<file path="config.mk">
export PLATFORM = sky130hd
export DESIGN_NAME = boot_loader
export DESIGN_NICKNAME = d
export VERILOG_FILES = /design/src/rtl/boot_loader.sv
export SDC_FILE = /design/constraint.sdc
export NUM_CORES = 1
export LEC_CHECK = 0
export ABC_CLOCK_PERIOD_IN_PS = 2500
export BUFFER_PORTS_ARGS = -buffer_cell sky130_fd_sc_hd__buf_2
export CAP_MARGIN = 40
export CORE_ASPECT_RATIO = 2
export CORE_UTILIZATION = 54
export DETAILED_ROUTE_END_ITERATION = 8
export GPL_TIMING_DRIVEN = 1
export PLACE_DENSITY = 0.8
export SETUP_SLACK_MARGIN = 0.1
export SYNTH_ARGS = -nofsm -noshare
export SYNTH_HDL_FRONTEND = slang
export SYNTH_SLANG_ARGS = --single-unit
export TNS_END_PERCENT = 1
</file>
<file path="constraint.sdc">
create_clock -name clock -period 2.5 [get_ports clock]
set_clock_uncertainty 0.1 [all_clocks]
set_input_delay 0.25 -clock clock [delete_from_list [all_inputs] [get_ports clock]]
set_output_delay 0.25 -clock clock [all_outputs]
set_load 0.05 [all_outputs]
</file>
<file path="src/rtl/boot_loader.sv">
// Boot-time program loader: assembles a length-prefixed little-endian byte stream into 32-bit
// words, writes them to instruction memory and holds the core in BIOS mode until the checksum verifies.
module boot_loader #(
  parameter logic [31:0] BASE_ADDR      = 32'h0,
  parameter int unsigned MAX_WORDS      = 1024,
  parameter int unsigned TIMEOUT_CYCLES = 100000
) (
  input  logic        clock,
  input  logic        reset,
  input  logic        rx_valid,
  input  logic [7:0]  rx_byte,
  output logic        rx_ready,
  output logic [31:0] mem_addr,
  output logic [31:0] mem_data,
  output logic        mem_we,
  output logic        mem_cs,
  output logic        on_bios,
  output logic        boot_error,
  output logic [31:0] words_loaded
);

  typedef enum logic [2:0] {HEADER, PAYLOAD, WRITE, CHECK, DONE, ERROR} state_t;

  state_t      state, state_next;
  logic [1:0]  byte_cnt;
  logic [31:0] n_words;
  logic [31:0] word;
  logic [31:0] index;
  logic [31:0] idle_cnt;
  logic [7:0]  xor_acc;
  logic        started;

  logic        accept;
  logic        last_byte;
  logic        timed_out;
  logic [31:0] shifted_n;
  logic [31:0] shifted_word;
  logic [31:0] index_inc;

  assign rx_ready     = (state == HEADER) || (state == PAYLOAD) || (state == CHECK);
  assign accept       = rx_valid && rx_ready;
  assign last_byte    = (byte_cnt == 2'd3);
  assign shifted_n    = {rx_byte, n_words[31:8]};
  assign shifted_word = {rx_byte, word[31:8]};
  assign index_inc    = index + 32'd1;
  // The idle watchdog only arms once the first header byte has arrived.
  assign timed_out    = started && rx_ready && !accept && ((idle_cnt + 32'd1) >= TIMEOUT_CYCLES);

  always_ff @(posedge clock or negedge reset) begin
    if (!reset) state <= HEADER;
    else        state <= state_next;
  end

  always_comb begin
    state_next = state;
    case (state)
      HEADER: begin
        if (timed_out) state_next = ERROR;
        else if (accept && last_byte) begin
          if (shifted_n > MAX_WORDS)   state_next = ERROR;
          else if (shifted_n == 32'd0) state_next = CHECK;
          else                         state_next = PAYLOAD;
        end
      end
      PAYLOAD: begin
        if (timed_out)                 state_next = ERROR;
        else if (accept && last_byte)  state_next = WRITE;
      end
      WRITE:   state_next = (index_inc == n_words) ? CHECK : PAYLOAD;
      CHECK: begin
        if (timed_out)   state_next = ERROR;
        else if (accept) state_next = (rx_byte == xor_acc) ? DONE : ERROR;
      end
      default: state_next = state;
    endcase
  end

  // Datapath and registered outputs; the write strobe is armed by the 4th word byte.
  always_ff @(posedge clock or negedge reset) begin
    if (!reset) begin
      byte_cnt     <= 2'd0;
      n_words      <= 32'd0;
      word         <= 32'd0;
      index        <= 32'd0;
      idle_cnt     <= 32'd0;
      xor_acc      <= 8'd0;
      started      <= 1'b0;
      mem_we       <= 1'b0;
      mem_addr     <= BASE_ADDR;
      mem_data     <= 32'd0;
      mem_cs       <= 1'b0;
      on_bios      <= 1'b1;
      boot_error   <= 1'b0;
      words_loaded <= 32'd0;
    end else begin
      mem_we <= 1'b0;
      if (accept) begin
        byte_cnt <= byte_cnt + 2'd1;
        idle_cnt <= 32'd0;
        started  <= 1'b1;
      end else if (started && rx_ready) begin
        idle_cnt <= idle_cnt + 32'd1;
      end
      if ((state == HEADER) && accept) n_words <= shifted_n;
      if ((state == PAYLOAD) && accept) begin
        word    <= shifted_word;
        xor_acc <= xor_acc ^ rx_byte;
        if (last_byte) begin
          mem_we   <= 1'b1;
          mem_addr <= BASE_ADDR + index;
          mem_data <= shifted_word;
        end
      end
      if (state == WRITE) begin
        index        <= index_inc;
        words_loaded <= words_loaded + 32'd1;
      end
      if ((state_next == DONE) && (state != DONE)) begin
        on_bios <= 1'b0;
        mem_cs  <= 1'b1;
      end
      if (state_next == ERROR) boot_error <= 1'b1;
    end
  end

endmodule

</file>
Word-level counts from Yosys, hierarchy flattened --
Cells that the tools add are included.
Operators by class: $add $sub $neg 4, multipliers 0, div/mod/pow operators 0, magnitude comparators 2, equal/unequal tests 9, shift-type cells 0, mux-type cells 15, bitwise gates (word level) 1, reductions and logical operators 15
Operators with widths (count):
- 32-bit by 1-bit adder with 32-bit output, second input constant | 3
- 32-bit two-way mux | 2
- 32-bit == test | 1
- 32-bit by 17-bit >= comparator with 1-bit output, second input constant | 1
- 32-bit by 11-bit greater-than comparator with 1-bit output, second input constant | 1
- 32-bit logical NOT | 1
- 3-bit two-way mux | 7
- 3-bit one-hot mux with 4 select lines | 1
- 8-bit == test | 1
- 1-bit logical AND | 8
- 8-bit XOR | 1
- 3-bit by 2-bit == test with 1-bit output, second input constant | 2
- 3-bit == test, second input constant | 2
- 2-bit two-way mux | 2
- 3-bit by 1-bit == test with 1-bit output, second input constant | 1
- 3-bit logical NOT | 1
- 1-bit two-way mux | 3
- 3-bit inequality test, second input constant | 1
- 2-bit by 1-bit adder with 2-bit output, second input constant | 1
- 2-bit == test, second input constant | 1
- 1-bit logical OR | 2
- 2-bit AND reduction | 1
- 2-bit nonzero test | 1
- 1-bit logical NOT | 1
Storage, ports and cells: flip-flop bits (word level) 242, bits in latches 0, RAM bits 0, bits in read-only memories 0, bits of input ports 11, output and inout bits 101, logic and storage cells 61, memories 0

Depth between registers and ports, before layout --
Gate-level depths: netlist (run 1).
depth after elaboration 11, depth in mapped cells 10, depth with buffers taken out 9

Least setup slack after synthesis (run 1) --
OpenSTA, ideal clock, no wires.
path kind register to register, start point reg state[0], end point reg idle_cnt[14], library setup time 0.096 ns, arrival time 2.701 ns, data required time 2.304 ns, slack -0.397 ns, cell stages (with the launch flop) 9, buffers on the path 3, clock period less this slack 2.897 ns, cells stage by stage dfrtp_1 buf_2 inv_1 a21oi_1 and3b_1 clkbuf_1 buf_1 nand2_1 o31ai_1
On the way: cells in the longest elaborated chain, start to end 5, elaborated cells between the ends (all ways) 9, classes of those cells 2 x eq/ne; 1 x mux; 6 x reduce/logical
RTL lines:
- from (decl) | RTL line 24 | state_t state, state_next;
- from (signal assigned) | RTL line 51 | else state <= state_next;
- 3-bit by 1-bit == test with 1-bit output / 3-bit logical NOT (equally long branches) | RTL line 40 | assign rx_ready = (state == HEADER) || (state == PAYLOAD) || (state == CHECK);
- 1-bit logical OR | RTL line 40
- 1-bit logical OR (*) | RTL line 40
- via rx_ready | RTL line 12 | output logic rx_ready,
- 1-bit logical AND, on equally long branches | RTL line 41, 101
- 32-bit two-way mux / 2-bit nonzero test (equally long branches)
- to (signal assigned) | RTL line 102 | idle_cnt <= idle_cnt + 32'd1;
- to (decl) | RTL line 29 | logic [31:0] idle_cnt;
Mark *: on every way through the listed nets, which the timed path passes. The rest lies on a longest branch. A chain may end at the register's enable or synchronous reset.

Worst setup path in the final report (run 1) --
start point reg idle_cnt[12], end point reg boot_error
On the way: cells in the longest elaborated chain, start to end 6, elaborated cells between the ends (all ways) 8, classes of those cells 1 x add/sub; 1 x order compare; 1 x eq/ne; 4 x mux; 1 x reduce/logical
RTL lines:
- 32-bit by 1-bit adder with 32-bit output (*) | RTL line 47 | assign timed_out = started && rx_ready && !accept && ((idle_cnt + 32'd1) >= TIMEOUT_CYCLES);
- 32-bit by 17-bit >= comparator with 1-bit output (*) | RTL line 47
- 1-bit logical AND (*) | RTL line 47
- 3-bit two-way mux, on equally long branches | RTL line 71, 58, 66
- 3-bit one-hot mux with 4 select lines (*) | RTL line 56 | case (state)
- 3-bit == test (*) | RTL line 122 | if (state_next == ERROR) boot_error <= 1'b1;
- to (signal assigned) | RTL line 93 | boot_error <= 1'b0;
- to (signal assigned) | RTL line 122
- to (decl) | RTL line 18 | output logic boot_error,
Every way passes the cells marked *; elsewhere a longest branch is shown, timed or not.

==> impl_metrics.csv, run 1 <==
group,metric,value,unit
drt,dr.pass1.iters,5,
sta,worst_slew_pin_slew,0.573,ns
cells_and_area,synthToLayoutAreaGrowth,24.9,%
global_routing,gr-usage-all-layers,28.6,%
synth,synth_top_family_by_area,"simple AND/OR/NAND/NOR gates",
die,die_h,208,um
synth,synthAdderAreaFrac,0.438,%
global_routing,grt-ovfl-total,0,
clocking,clkLatencyLatePin,0.53,ns
cells_and_area,finalNetCount,1329,
pwr,max-vdd-ir-drop,0.870,mV
flow_run,drv_cap,0,
setup_path,reg2regPathDepth,8,
synth,yosys.area_share.simple,19.0,%
clocking,cts_root_buf,"clkbuf_16",
synth,synthXorXnorAreaFrac,10.1,%
setup_path,worstSetupPathType,"flop to flop",
clocking,clkSinkCount,234,
synth,synth_area_leaders,"dfrtp_1, mux2_2, xnor2_1",
synth,synth_top_area_share,51.0,%
setup_path,cp-end-kind,"flop",
sta,hold_viol,0,
drt,drt_iter0_markers,514,
min_path,hold_path_class,"input port to flop",
die,initial_core_util,54.9,%
synth,synth-edff-count,0,
synth,synth-compound-area-share,6.83,%
setup_path,cp.arrival,2.93,ns
die,io_pins,112,
cells_and_area,nFillCells,1583,
sta,fin_crit,2.61,ns
sta,fin_ws,-0.107,ns
drt,via_per_inst,5.92,
synth,postSynthCellCount,1076,
pwr,powerDensity,969,nW/um^2
sta,rsz0062_at_grt,"yes",
global_routing,grt_pass1_wl,49.8,mm
global_routing,grt_pass1_vias,10000,
cells_and_area,fin_area,14300,um^2
cells_and_area,multi_input_area,5440,um^2
synth,muxShareOfSynthArea,9.71,%
sta,fmax,384,MHz
setup_path,cp.required,2.82,ns
drt,via_count,9465,
global_routing,grt_start_max_net_pins,67,
clocking,cts_max_level,1,
synth,avgSynthCellArea,10.6,um^2
clocking,tritoncts,"yes",
drt,wirelength,30.8,mm
drt,wl_per_cell,19.3,um
synth,synth_seq_cells,234,
synth,seq_area_frac_synth,51.2,%
setup_path,rr_startpoint,"idle_cnt[12]",
setup_path,crit_fanout,5,
placement,placed_area,13200,um^2
clocking,clk_pin_slew,0.07,ns
setup_path,r2r_end,"boot_error",
cells_and_area,seq_area,5860,um^2
sta,slew_violations,0,
clocking,cts_buffers,22,
placement,post-dp-hpwl,21.7,mm
cells_and_area,drive_gt1_share,33.9,%
clocking,cts_buffer_depth,3,
setup_path,crit_path_end,"boot_error",
sta,finalSetupViolations,4,
status,status,"finished, violations left",
sta,post-route-period-util,104,%
sta,fin_hold_ws,0.0113,ns
setup_path,startpoint_type,"flop",
synth,synth_flop_cell,"dfrtp_1",
setup_path,regToRegSetupSlack,-0.11,ns
synth,async_flop_share,100,%
drt,drc,0,
die,rows,75,
status,violations,"negative setup slack",
die,core,20800,um^2
placement,port_buffers,111,
synth,ys_types,75,
synth,netlist.top_cell.by_area,"dfrtp_1",
synth,yosysWarnings,0,
sta,slew_headroom,61.8,%
synth,syn-cell-area,11400,um^2
die,dieArea,21800,um^2
setup_path,startpoint,"idle_cnt[12]",
pwr,power.leakage,6.88,nW
drt,ant_nets,0,
placement,post-place-ws,-0.0557,ns
die,die_w,105,um
synth,syn_nets,1091,
placement,gp_congestion,0.977,
global_routing,antenna_found_initial,1,
-- synth_stat cells, drive strengths merged (27+ instances only) --
cell / instances
mux2: 96
dfrtp: 233
xnor2: 92
nor2: 50
nand4: 37
o21ai: 51
nand3: 39
xor2: 40
buf: 27
clkbuf: 33
nand2: 170
-- state kept, by name, indices dropped and copies added (netlist names) --
name          cells
xor_acc           8
started           1
index            32
mem_cs            1
boot_error        1
n_words          32
on_bios           1
words_loaded     32
idle_cnt         32
state             3
mem_data         32
byte_cnt          2
mem_we            1
mem_addr         32
word             24
-- report_power, final --
part           switching (W)  total, W  internal, W  leakage [nW]
logic                0.00299   0.00491      0.00192          3.44
clock network        0.00151   0.00352      0.00201         0.363
registers           0.000763   0.00541      0.00465          3.08
total                0.00526    0.0138      0.00858          6.88
-- logic make-up (layout without fill, tap and decap cells) --
logic type               count (synthesis)  count (layout)
AND/OR/NAND/NOR                        416             416
AO/OA/AOI/OAI                          123             123
flip-flops                             234             234
adder cells (fa/ha/maj)                  4               4
multiplexers                            99              99
XOR/XNOR                               132             132
other                                    0               1
buffers and inverters                   68             321
-- layout by cell type (no fill, tap or decap), types with 4 or more instances in the layout --
master / netlist / final
xor2_1: 40 / 39
o31ai_1: 13 / 13
inv_1: 8 / 8
dfrtp_1: 233 / 230
buf_4: 5 / 153
nor2b_1: 4 / 4
a21oi_1: 15 / 14
clkbuf_16: 0 / 22
nor3_1: 20 / 17
nand4_1: 34 / 34
o21ai_0: 51 / 50
clkinv_2: 0 / 5
or3_1: 4 / 4
and4_1: 18 / 15
nand2_1: 170 / 167
a31oi_1: 10 / 9
and3_1: 19 / 16
and2_1: 8 / 8
buf_2: 16 / 110
nand3_1: 39 / 36
nor2_1: 50 / 47
xnor2_1: 92 / 92
dlygate4sd3_1: 0 / 5
buf_12: 0 / 4
nand2b_1: 5 / 5
nor4_1: 13 / 11
mux2_2: 96 / 96
-- final cells by class --
class	instances	share of cell area, %
Sequential cell	234	41.0
Clock inverter	12	1.17
Timing Repair Buffer	274	13.0
Inverter	8	0.210
Multi-Input combinational cell	774	38.1
Clock buffer	27	4.13
Tap cell	269	2.36
Antenna cell	1	0.0175
-- worst min-delay path by stage --
stage               startpoint  cells past startpoint          endpoint
detailed placement       reset                      1  words_loaded[14]
finish                rx_valid                      3       idle_cnt[3]
global route        rx_byte[4]                      3       n_words[28]
global placement         reset                      1  words_loaded[14]
floorplan                reset                      0        boot_error
CTS                   rx_valid                      3       idle_cnt[3]
-- routing by layer --
| layer | wire length [um] | part of all wire [%] | track usage (%) |
|---|---|---|---|
| met4 | 2040 | 6.6 | 18.3 |
| met2 | 17000 | 55 | 54.0 |
| met1 | 10500 | 34 | 29.0 |
| met3 | 1280 | 4.1 | 3.70 |
| met5 | 0 | 0 | 0 |
-- what timing repair did --
item,in CTS,in global routing
hold buffers,5,0
pin swaps,5,17
buffers inserted,3,7
endpoints found under the hold margin,121,0
gates resized for setup,13,19
endpoints found under the setup margin,4,13
-- through the flow --
stage          cells  total power, W  setup TNS [ns]  utilization (%)
2_1_floorplan   1076         0.00869               0                -
3_3_place_gp    1544         0.00997         -0.0395             63.6
3_5_place_dp    1544          0.0102         -0.0707             63.6
4_1_cts         1591          0.0138         -0.0420             67.8
5_1_grt         1599          0.0144          -0.686             68.6
6_report        1599          0.0138          -0.156             68.6
-- worst max-delay path, cell delays in order, from the launching register on --
cell	delay (ns)
dfrtp_1	0.40
and4_4	0.27
nand4_4	0.15
o41a_1	0.48
nor4b_2	0.25
and3_4	0.23
a31oi_4	0.11
a311o_1	0.35
a31o_1	0.18
No activity file was read; power rests on OpenSTA's default activity.
==> run 2: changes to the inputs <==
--- a/config.mk
+++ b/config.mk
@@ -5,14 +5,17 @@
 export SDC_FILE = /design/constraint.sdc
 export NUM_CORES = 1
 export LEC_CHECK = 0
-export ABC_CLOCK_PERIOD_IN_PS = 2500
+export ABC_AREA = 0
+export ABC_CLOCK_PERIOD_IN_PS = 3200
 export BUFFER_PORTS_ARGS = -buffer_cell sky130_fd_sc_hd__buf_2
 export CAP_MARGIN = 40
+export CELL_PAD_IN_SITES_DETAIL_PLACEMENT = 0
+export CELL_PAD_IN_SITES_GLOBAL_PLACEMENT = 1
 export CORE_ASPECT_RATIO = 2
-export CORE_UTILIZATION = 54
+export CORE_UTILIZATION = 51
 export DETAILED_ROUTE_END_ITERATION = 8
 export GPL_TIMING_DRIVEN = 1
-export PLACE_DENSITY = 0.8
+export PLACE_DENSITY = 0.89
 export SETUP_SLACK_MARGIN = 0.1
 export SYNTH_ARGS = -nofsm -noshare
 export SYNTH_HDL_FRONTEND = slang
==> constraint.sdc (replaced) <==
create_clock -name clock -period 3.2 [get_ports clock]
set_clock_uncertainty 0.1 [all_clocks]
set_input_delay 0.32 -clock clock [delete_from_list [all_inputs] [get_ports clock]]
set_output_delay 0.32 -clock clock [all_outputs]
set_load 0.05 [all_outputs]
==> impl_metrics.csv, run 2 (synthesized netlist as in run 1, its figures left out) <==
group,metric,value,unit
status,status,"finished clean",
placement,placed_area,12300,um^2
clocking,cts_max_level,1,
global_routing,grt_pass1_vias,8550,
cells_and_area,layout_common_cells,"dfrtp_1, nand2_1, buf_2",
cells_and_area,drive_gt1_share,24.7,%
flow_run,drv_cap,0,
placement,gp_congestion,0.937,
setup_path,crit_top_cell,"nand4_1",
cells_and_area,n_antenna_cell,0,
drt,via_per_inst,5.75,
setup_path,cp-end-kind,"flop",
die,dieArea,23100,um^2
global_routing,grt_pass1_wl,44.2,mm
drt,ant_nets,0,
die,io_pins,112,
cells_and_area,post-route-util,59.1,%
setup_path,worstSetupPathType,"flop to flop",
drt,via_count,8463,
clocking,clkSinkCount,234,
clocking,clk_pin_slew,0.07,ns
drt,drt_iter0_markers,430,
setup_path,cp.required,3.51,ns
setup_path,cp_cell_sequence,"nand4_1 > nor2_1 > and4_1 > or4bb_1 > a211oi_1 > nand4_1 > a31o_1",
global_routing,grt-ovfl-total,0,
sta,post-route-period-util,90.2,%
pwr,powerDensity,782,nW/um^2
clocking,clkLatencyLatePin,0.53,ns
pwr,power.leakage,6.13,nW
die,initial_core_util,51.8,%
min_path,hold_path_class,"input port to flop",
die,die_w,108,um
sta,hold_viol,0,
setup_path,cpMaxStageDelayCell,"dfrtp_1",
sta,fmax,347,MHz
pwr,max-vdd-ir-drop,0.635,mV
cells_and_area,layout_commonest_cell,"dfrtp_1",
sta,slew_violations,0,
cells_and_area,seq_area,5860,um^2
drt,wl_per_cell,18.4,um
cells_and_area,multi_input_area,5290,um^2
cells_and_area,fin_area,13000,um^2
clocking,cts_root_buf,"clkbuf_16",
sta,rsz0062_at_grt,"no",
cells_and_area,nFillCells,1869,
clocking,cts_buffer_depth,3,
drt,dr.pass1.iters,5,
sta,finalSetupViolations,0,
global_routing,grt_start_max_net_pins,85,
clocking,tritoncts,"yes",
global_routing,antenna_found_initial,0,
placement,post-dp-hpwl,19.7,mm
die,die_h,214,um
sta,final.setup.tns,0,ns
setup_path,cp.arrival,3.19,ns
setup_path,max_stage_delay,0.49,ns
sta,slew_headroom,56.1,%
global_routing,gr-usage-all-layers,24.8,%
die,rows,77,
sta,worst_slew_pin_slew,0.658,ns
clocking,cts_buffers,22,
setup_path,startpoint_type,"flop",
drt,wirelength,27.1,mm
cells_and_area,finalNetCount,1198,
die,core,22100,um^2
cells_and_area,synthToLayoutAreaGrowth,13.9,%
placement,port_buffers,111,
setup_path,crit_fanout,7,
sta,fin_crit,2.89,ns
drt,drc,0,
## run 2: layout make-up
cell class	instances	area share (%)
Sequential cell	234	44.9
Inverter	8	0.230
Timing Repair Buffer	143	6.39
Multi-Input combinational cell	774	40.6
Clock inverter	16	0.970
Tap cell	276	2.65
Clock buffer	22	4.22
## run 2: routing by layer
metal  GRT usage [%]  up-vias  routed length [um]
met5               0        -                   0
met2            46.7      234               14900
met4            13.8        0                1490
met1            26.2     4148                9670
met3            3.13       86                1080
li1                -     3995                   -
## run 2: where the power goes
part	leakage, nW	total (W)	internal [W]	switching [W]
clock network	0.344	0.00249	0.00135	0.00114
registers	3.08	0.00428	0.00363	0.000651
logic	2.71	0.00342	0.00132	0.00210
## run 2: timing repair
action	CTS	global route
gates resized for setup	0	1
endpoints found under the setup margin	0	1
hold endpoints to repair	80	0
setup buffers	0	0
hold buffers	1	0
## run 2: per-stage QoR
step	setup slack (ns)	std cells	hold slack (ns)	total power [W]
6_report	0.315	1473	0.0157	0.0102
5_1_grt	0.116	1473	0.00798	0.0108
4_1_cts	0.272	1473	0.00282	0.0103
3_5_place_dp	0.314	1434	0.262	0.00776
3_3_place_gp	0.329	1434	0.258	0.00768
2_1_floorplan	0.303	1076	-0.0756	0.00678
## run 2: critical path, delay by kind of cell, from the launching register on
kind             cells  cell delay (ns)
AND/OR/NAND/NOR      5             1.61
AO/OA/AOI/OAI        2             0.57
flip-flops           1             0.49
## run 2: final timing paths
check / cells past startpoint / end / from / slack, ns
worst max-delay path: 7 / boot_error / index[3] / 0.31
worst min-delay path: 2 / mem_data[28] / rx_byte[4] / 0.02
worst max register to register: 7 / boot_error / index[3] / 0.31
worst min register to register: 1 / words_loaded[31] / words_loaded[31] / 0.37
max in group asynchronous: 3 / word[10] / reset / 1.92
min in group asynchronous: 2 / index[28] / reset / 0.28
